**src/rtl/sm_tx_bit_mapper.sv**
```systemverilog
// rtl/sm_tx_bit_mapper.sv - serial bits to spatial-modulation symbol indices and PAM-4 levels
// Optional feature macro: SM_TX_GRAY_MAP_EN (Gray pair mapping; natural binary when undefined)
module sm_tx_bit_mapper #(
    parameter int N = 32,
    parameter int Q = 22
) (
    input  logic         clk,
    input  logic         rst_n,
    input  logic         in_valid,
    input  logic         in_bit,
    output logic         in_ready,
    output logic         out_valid,
    input  logic         out_ready,
    output logic [4:0]   q_idx,
    output logic [2:0]   m_I_1,
    output logic [2:0]   m_Q_1,
    output logic [2:0]   m_I_2,
    output logic [2:0]   m_Q_2,
    output logic [N-1:0] s_I_1,
    output logic [N-1:0] s_Q_1,
    output logic [N-1:0] s_I_2,
    output logic [N-1:0] s_Q_2
);

    logic [12:0] sr;
    logic [3:0]  cnt;
    logic        full;
    logic        accept;
    logic        last;
    logic        drain_ok;
    logic        load_new;
    logic        load_pend;
    logic        load;
    logic [12:0] frame;
    logic [2:0]  idx_i1, idx_q1, idx_i2, idx_q2;

    function automatic logic [2:0] pair_idx(input logic [1:0] pair);
        logic [2:0] idx;
`ifdef SM_TX_GRAY_MAP_EN
        case (pair)
            2'b00:   idx = 3'd1;
            2'b01:   idx = 3'd2;
            2'b11:   idx = 3'd3;
            default: idx = 3'd4;
        endcase
`else
        idx = {1'b0, pair} + 3'd1;
`endif
        return idx;
    endfunction

    // (2*idx - 5) scaled by 2^Q, two's complement in N bits
    function automatic logic [N-1:0] level(input logic [2:0] idx);
        logic [N-1:0] lv;
        case (idx)
            3'd1:    lv = -(N'(3) << Q);
            3'd2:    lv = -(N'(1) << Q);
            3'd3:    lv = N'(1) << Q;
            3'd4:    lv = N'(3) << Q;
            default: lv = '0;
        endcase
        return lv;
    endfunction

    assign in_ready  = !full;
    assign accept    = in_valid && !full;
    assign last      = accept && (cnt == 4'd12);
    assign drain_ok  = !out_valid || out_ready;
    assign load_new  = last && drain_ok;
    // A pending frame only exists while the output stage is occupied
    assign load_pend = full && out_valid && out_ready;
    assign load      = load_new || load_pend;
    assign frame     = full ? sr : {sr[11:0], in_bit};

    always_comb begin
        idx_i1 = pair_idx(frame[7:6]);
        idx_q1 = pair_idx(frame[5:4]);
        idx_i2 = pair_idx(frame[3:2]);
        idx_q2 = pair_idx(frame[1:0]);
    end

    always_ff @(posedge clk or negedge rst_n) begin
        if (!rst_n) begin
            sr        <= '0;
            cnt       <= '0;
            full      <= 1'b0;
            out_valid <= 1'b0;
            q_idx     <= '0;
            m_I_1     <= '0;
            m_Q_1     <= '0;
            m_I_2     <= '0;
            m_Q_2     <= '0;
            s_I_1     <= '0;
            s_Q_1     <= '0;
            s_I_2     <= '0;
            s_Q_2     <= '0;
        end else begin
            if (accept) begin
                sr  <= {sr[11:0], in_bit};
                cnt <= (cnt == 4'd12) ? 4'd0 : cnt + 4'd1;
            end

            if (last && !drain_ok)
                full <= 1'b1;
            else if (load_pend)
                full <= 1'b0;

            if (load) begin
                out_valid <= 1'b1;
                q_idx     <= frame[12:8];
                m_I_1     <= idx_i1;
                m_Q_1     <= idx_q1;
                m_I_2     <= idx_i2;
                m_Q_2     <= idx_q2;
                s_I_1     <= level(idx_i1);
                s_Q_1     <= level(idx_q1);
                s_I_2     <= level(idx_i2);
                s_Q_2     <= level(idx_q2);
            end else if (out_ready) begin
                out_valid <= 1'b0;
            end
        end
    end

endmodule

```
**config.mk**
```make
export PLATFORM = sky130hd
export DESIGN_NAME = sm_tx_bit_mapper
export DESIGN_NICKNAME = d
export VERILOG_FILES = /design/src/rtl/sm_tx_bit_mapper.sv
export SDC_FILE = /design/constraint.sdc
export NUM_CORES = 1
export LEC_CHECK = 0
export CAP_MARGIN = 20
export CORE_MARGIN = 5
export CORE_UTILIZATION = 40
export DETAILED_ROUTE_END_ITERATION = 10
export GPL_TIMING_DRIVEN = 0
export PLACE_DENSITY_LB_ADDON = 0.25
export REMOVE_ABC_BUFFERS = 1
export SLEW_MARGIN = 20
export SYNTH_ARGS = -nofsm -noshare
export SYNTH_HDL_FRONTEND = slang
export SYNTH_SLANG_ARGS = --single-unit
```
**constraint.sdc**
```tcl
create_clock -name clk -period 2.3 [get_ports clk]
set_input_delay 0.575 -clock clk [delete_from_list [all_inputs] [get_ports clk]]
set_output_delay 0.575 -clock clk [all_outputs]
set_load 0.03 [all_outputs]
```
==> impl_metrics.json, run 1 <==
{
  "rsz0062_at_grt": "no",
  "gr-usage-all-layers": 0.112,
  "syn_area_sq_mm": 0.00300,
  "r2r_cells": 4,
  "synth_area_leaders": "dfrtp_1 40%, buf_4 29%, nand2_1 4.2%",
  "finalSetupTns_ns": 0,
  "path_max_fanout": 23,
  "finalCritPeriodShare": 0.958,
  "drtPass1Iterations": 4,
  "first_global_vias": 1764,
  "cts_tree": "yes",
  "gp_congestion": 0.743,
  "startpoint_type": "flop",
  "cp.arrival_ns": 1.63,
  "drt-total-wl_mm": 5.47,
  "final_util": 0.462,
  "worstHoldPathType": "in2async",
  "n_antenna_cell": 0,
  "reg2reg_from": "full",
  "largest_reg_flops": 13,
  "n_fill_cell": 701,
  "h-tree-depth": 2,
  "clock.fmax_mhz": 454,
  "grt_first_pass_wirelength_mm": 8.83,
  "ff_latch_area_sq_mm": 0.00120,
  "yosys_warnings": 0,
  "core_area_sq_mm": 0.00729,
  "crit_buf_inv": 2,
  "drc": 0,
  "drive_gt1_frac": 0.0994,
  "yosysTopAreaCell": "dfrtp_1",
  "multi_input_area_sq_mm": 0.00116,
  "hold_viol": 0,
  "root_buffer": "clkbuf_8",
  "syn_inst": 313,
  "grt_max_degree": 26,
  "die_height_um": 96.7,
  "wire_per_inst_um": 12.1,
  "cap_violations": 0,
  "num_rows": 31,
  "powerDensity_mw_per_mm2": 1340,
  "crit_family": "buffers and inverters",
  "tightest_slew_ns": 0.863,
  "worstPathRequired_ns": 1.73,
  "ir_worst_vdd_mv": 0.640,
  "clk_latency_ns": 0.30,
  "setup_viol": 0,
  "num_vias": 1906,
  "switchingPower_uw": 2050,
  "dieArea_sq_mm": 0.00934,
  "p_leak_uw": 0.00162,
  "globalRouteOverflowTotal": 0,
  "nets": 362,
  "regMostFlops": "sr",
  "ios": 152,
  "status": "finished clean",
  "clock_path_buffers": 2,
  "crit_path_max_incr_delay_ns": 0.67,
  "clock_skew_ns": 0.00823,
  "p_clk_frac": 0.132,
  "dpl.hpwl_mm": 4.12,
  "clk_pin_slew_ns": 0.08,
  "p_int_uw": 2470,
  "worstSetupPathType": "reg2out",
  "end_kind": "output pin",
  "synth_top_area_frac": 0.400,
  "area.growth.synth_to_final_pct": 12.2,
  "cts_buffers": 5,
  "maxSlewViolCount": 0,
  "clock-sinks": 48,
  "portBuffers": 63,
  "seqPwrFrac": 0.317,
  "start_util": 0.412,
  "drt_first_iter_violations": 87,
  "switching_share": 0.453,
  "antenna_found_initial": 0,
  "rrSetupSlack_ns": 0.29,
  "viasPerCell": 4.23,
  "ys_seq_area_frac": 0.400,
  "hold_slack_ns": 0.173,
  "critPathSlowestCell": "clkdlybuf4s50_1",
  "combPwrFrac": 0.550,
  "ant_nets": 0,
  "reg.largest.list": "sr x13, q_idx x5, cnt x4",
  "path_cells": "inv_1 -> clkdlybuf4s50_1",
  "die_w_um": 96.7,
  "max_slew_margin": 0.422,
  "syn_area_per_cell_sq_um": 9.60,
  "reg2reg_to": "m_Q_1[2]",
  "period_minus_slack_ns": 2.20,
  "ys_ff_latch": 48,
  "synth.distinct_cells": 31,
  "cts_hold_buf": 0
}
[area by class of cell]
| class | count | share of cell area |
|---|---|---|
| clock buffers | 6 | 0.0215 |
| clock inverters | 2 | 0.0104 |
| inverters | 17 | 0.0189 |
| multi-input cells | 210 | 0.345 |
| flip-flops and latches | 48 | 0.357 |
| well taps | 99 | 0.0367 |
| repair buffers | 69 | 0.211 |
[layout by cell type (no fill, tap or decap), types with 2 or more instances in the layout]
master / synthesis / routed
a221oi_1: 4 / 4
nand2b_1: 6 / 6
buf_16: 0 / 2
ha_1: 6 / 6
inv_1: 17 / 17
dfrtp_1: 48 / 47
clkbuf_8: 0 / 5
nor2_1: 9 / 9
or2b_1: 4 / 4
nand2_1: 34 / 34
o21ai_0: 23 / 23
buf_4: 117 / 4
mux2_2: 8 / 8
conb_1: 1 / 88
a21oi_1: 2 / 2
a221o_1: 8 / 8
clkdlybuf4s50_1: 0 / 62
o221a_2: 5 / 5
[how the worst max path moves through the flow]
| stage | start | cells past startpoint | slack (ns) | to |
|---|---|---|---|---|
| finish | full | 2 | 0.1 | in_ready |
| global placement | rst_n | 1 | -0.77 | s_I_2[22] |
| floorplan | s_I_1[30] | 0 | -0.007 | s_I_1[24] |
| global route | full | 2 | 0.01 | in_ready |
| detailed placement | in_valid | 4 | -0.36 | m_Q_2[2] |
| CTS | in_valid | 4 | 0.05 | s_Q_1[23] |
[timing repair]
action / CTS / global route
buffers inserted: 4 / 0
cloned: 0 / 0
gates resized for setup: 1 / 1
pin swaps: 1 / 0
setup endpoints to repair: 9 / 10
[logic make-up (layout without fill, tap and decap cells)]
family          count (synthesis)  count (layout)  share of synthesized area
buf+inv                       142              94                      0.327
simple gates                   62              62                      0.100
flops                          48              48                      0.400
compound gates                 46              46                      0.117
mux                             8               8                     0.0300
fa+ha+maj                       6               6                     0.0250
other cells                     1              88                    0.00125
[synthesized netlist by cell type]
library cell,n
a21oi_1,2
a221o_1,8
a221oi_1,4
a2bb2oi_1,1
and2b_4,1
and3_1,1
buf_2,1
buf_4,117
buf_6,1
clkbuf_1,6
conb_1,1
dfrtp_1,48
ha_1,6
inv_1,17
mux2_2,8
nand2_1,34
nand2b_1,6
nand3_1,1
nand3_2,1
nand3_4,1
nand4_1,1
nor2_1,9
nor2b_1,1
nor3_1,1
o21ai_0,23
o221a_2,5
o31a_4,1
o31ai_1,1
o31ai_4,1
or2b_1,4
or3_1,1
[power groups by stage]
stage | registers [uW] | logic (uW) | clock network, uW
after floorplan | 2280 | 617 | 0
after global placement | 1440 | 2470 | 0
after detailed placement | 1460 | 2490 | 0
after CTS | 1440 | 2510 | 622
after global routing | 1490 | 2630 | 648
final | 1440 | 2490 | 599
[per-layer routing]
layer	up-vias	part of all wire	track usage	wire length (um)
li1	899	-	-	-
met1	897	0.43	0.143	2380
met2	105	0.44	0.173	2420
met3	5	0.12	0.0482	635
met4	0	0.0064	0.0324	35
met5	-	0	0	0
[per-stage QoR]
| stage | worst slack [ns] | total power (uW) | instances | area [sq um] |
|---|---|---|---|---|
| 6_report | 0.0961 | 4520 | 451 | 3370 |
| 5_1_grt | 0.0111 | 4770 | 451 | 3370 |
| 4_1_cts | 0.0548 | 4570 | 451 | 3360 |
| 3_5_place_dp | -0.359 | 3950 | 439 | 3230 |
| 3_3_place_gp | -0.774 | 3910 | 437 | 3170 |
| 2_1_floorplan | -0.00700 | 2900 | 275 | 2410 |
No activity file was read; power rests on OpenSTA's default activity.
==> run 2, diff against run 1 <==
--- a/config.mk
+++ b/config.mk
@@ -12,6 +12,7 @@
 export GPL_TIMING_DRIVEN = 0
 export PLACE_DENSITY_LB_ADDON = 0.25
 export REMOVE_ABC_BUFFERS = 1
+export SETUP_SLACK_MARGIN = 0.5
 export SLEW_MARGIN = 20
 export SYNTH_ARGS = -nofsm -noshare
 export SYNTH_HDL_FRONTEND = slang
==> run 2 against run 1 <==
  * Global-route usage increased by 0.32 points
  * Hold slack got worse by 0.0082 ns
  * Fmax increased by 23%
  * First-iteration DRC count decreased by 6.9%
  * Sequential share of layout area increased by 0.83 points
  * Non-clock buffer count increased by 5
  * Total power decreased by 6.6%
  * Core utilization decreased by 0.96 points
  * Cell count increased by 1.3%
  * Via count increased by 0.79%
  * Die area unchanged
  * Routed wire length increased by 4.3%
  * Largest power group unchanged
==> impl_metrics.json, run 2 (synthesized netlist as in run 1, its figures left out) <==
{
  "status": "finished clean",
  "max_slew_margin": 0.648,
  "reg.largest.list": "sr x13, q_idx x5, cnt x4",
  "hold_viol": 0,
  "crit_family": "flip-flops",
  "root_buffer": "clkbuf_8",
  "crit_buf_inv": 1,
  "crit_path_max_incr_delay_ns": 0.48,
  "switchingPower_uw": 2070,
  "clock_skew_ns": 0.00797,
  "portBuffers": 63,
  "path_cells": "dlygate4sd2_1",
  "clk_latency_ns": 0.31,
  "critPathSlowestCell": "dfrtp_1",
  "use_met2": 0.177,
  "combPwrFrac": 0.518,
  "grt_first_pass_wirelength_mm": 9.04,
  "p_clk_frac": 0.144,
  "worstHoldPathType": "in2async",
  "final_common_cell": "conb_1",
  "area.growth.synth_to_final_pct": 9.87,
  "num_rows": 31,
  "dpl.hpwl_mm": 4.12,
  "drt_first_iter_violations": 81,
  "clk_pin_slew_ns": 0.09,
  "largest_reg_flops": 13,
  "period_minus_slack_ns": 1.80,
  "dpl.cell_count": 439,
  "n_antenna_cell": 0,
  "nets": 368,
  "clock.fmax_mhz": 556,
  "antenna_found_initial": 0,
  "cp.arrival_ns": 1.22,
  "wire_per_inst_um": 12.5,
  "seqPwrFrac": 0.338,
  "rsz0062_at_grt": "yes",
  "maxSlewViolCount": 0,
  "grt.busiest_layer": "met2",
  "clock_path_buffers": 2,
  "p_leak_uw": 0.00176,
  "clock-sinks": 48,
  "final_util": 0.453,
  "cts_tree": "yes",
  "p_int_uw": 2160,
  "gp_congestion": 0.743,
  "setup_viol": 0,
  "grt_use_met3": 0.0496,
  "h-tree-depth": 2,
  "drtPass1Iterations": 4,
  "die_w_um": 96.7,
  "die_height_um": 96.7,
  "finalCritPeriodShare": 0.782,
  "core_area_sq_mm": 0.00729,
  "dieArea_sq_mm": 0.00934,
  "use_met1": 0.148,
  "cts_buffers": 5,
  "drt-total-wl_mm": 5.71,
  "viasPerCell": 4.20,
  "switching_share": 0.489,
  "path_max_fanout": 9,
  "worstPathRequired_ns": 1.73,
  "worstSetupPathType": "reg2out",
  "num_vias": 1921,
  "first_global_vias": 1789,
  "tightest_slew_ns": 0.527,
  "regMostFlops": "sr",
  "ant_nets": 0,
  "startpoint_type": "flop",
  "drc": 0,
  "grt_max_degree": 26,
  "end_kind": "output pin",
  "layout_common_cells": "88 x conb_1, 47 x dfrtp_1, 34 x nand2_1, 34 x dlygate4sd2_1",
  "ios": 152,
  "powerDensity_mw_per_mm2": 1280,
  "drive_gt1_frac": 0.193,
  "ir_worst_vdd_mv": 0.589,
  "gr-usage-all-layers": 0.115,
  "cap_violations": 0,
  "start_util": 0.412,
  "globalRouteOverflowTotal": 0,
  "finalNonFillerCells": 457,
  "n_fill_cell": 736
}
## run 2: changes by cell type in the layout (fill, tap and decap cells not counted), sizes merged
cell           before  now
clkdlybuf4s50      62    1
dlygate4sd2         0   34
clkbuf              6   29
buf                 7   12
clkdlybuf4s15       0    3
dlymetal6s2s        0    1
o31a                1    2
## run 2: per-stage QoR
step / power (uW) / hold WS (ns) / TNS, ns / cell area, sq um / setup WS [ns]
floorplan: 2900 / 0.279 / -0.224 / 2410 / -0.00700
global placement: 3910 / 0.449 / -52.16 / 3170 / -0.774
detailed placement: 3950 / 0.451 / -6.52 / 3230 / -0.359
CTS: 4290 / 0.172 / 0 / 3340 / 0.319
global route: 4470 / 0.181 / 0 / 3300 / 0.434
finish: 4220 / 0.165 / 0 / 3300 / 0.502
## run 2: layer usage
metal  vias up  routed length [um]
li1        917                   -
met1       896                2490
met2       103                2500
met3         5                 676
met4         0                  38
met5         -                   0
## run 2: power by group through the flow
stage	combinational (uW)	clock, uW	sequential, uW
floorplan	617	0	2280
global route	2330	651	1490
finish	2190	608	1430
detailed placement	2490	0	1460
CTS	2240	622	1430
global placement	2470	0	1440
## run 2: path summary, 6_finish.rpt
kind	start	end	slack, ns	cells after the start
max	s_I_1[30]	s_I_1[24]	0.50	1
min	rst_n	m_Q_2[2]	0.16	1
max reg2reg	full	m_Q_2[2]	0.58	4
min reg2reg	s_Q_1[22]	s_Q_1[22]	0.46	1
max in group asynchronous	rst_n	full	1.54	3
min in group clk	s_Q_1[22]	s_Q_1[22]	0.46	1
## run 2: timing repair
action / CTS / global route
gates resized for setup: 76 / 46
pin swaps: 2 / 2
setup buffers: 5 / 4
endpoints found under the hold margin: 0 / 0
endpoints found under the setup margin: 97 / 61
hold buffers: 0 / 0
cloned: 1 / 0
## run 2: cell type report
class,count,area (sq um),share of cell area
Tap cell,99,124,0.0375
Multi-Input combinational cell,211,1200,0.364
Inverter,17,63.8,0.0193
Timing Repair Buffer,74,598,0.181
Sequential cell,48,1200,0.365
Clock inverter,2,35.0,0.0106
Clock buffer,6,72.6,0.0220
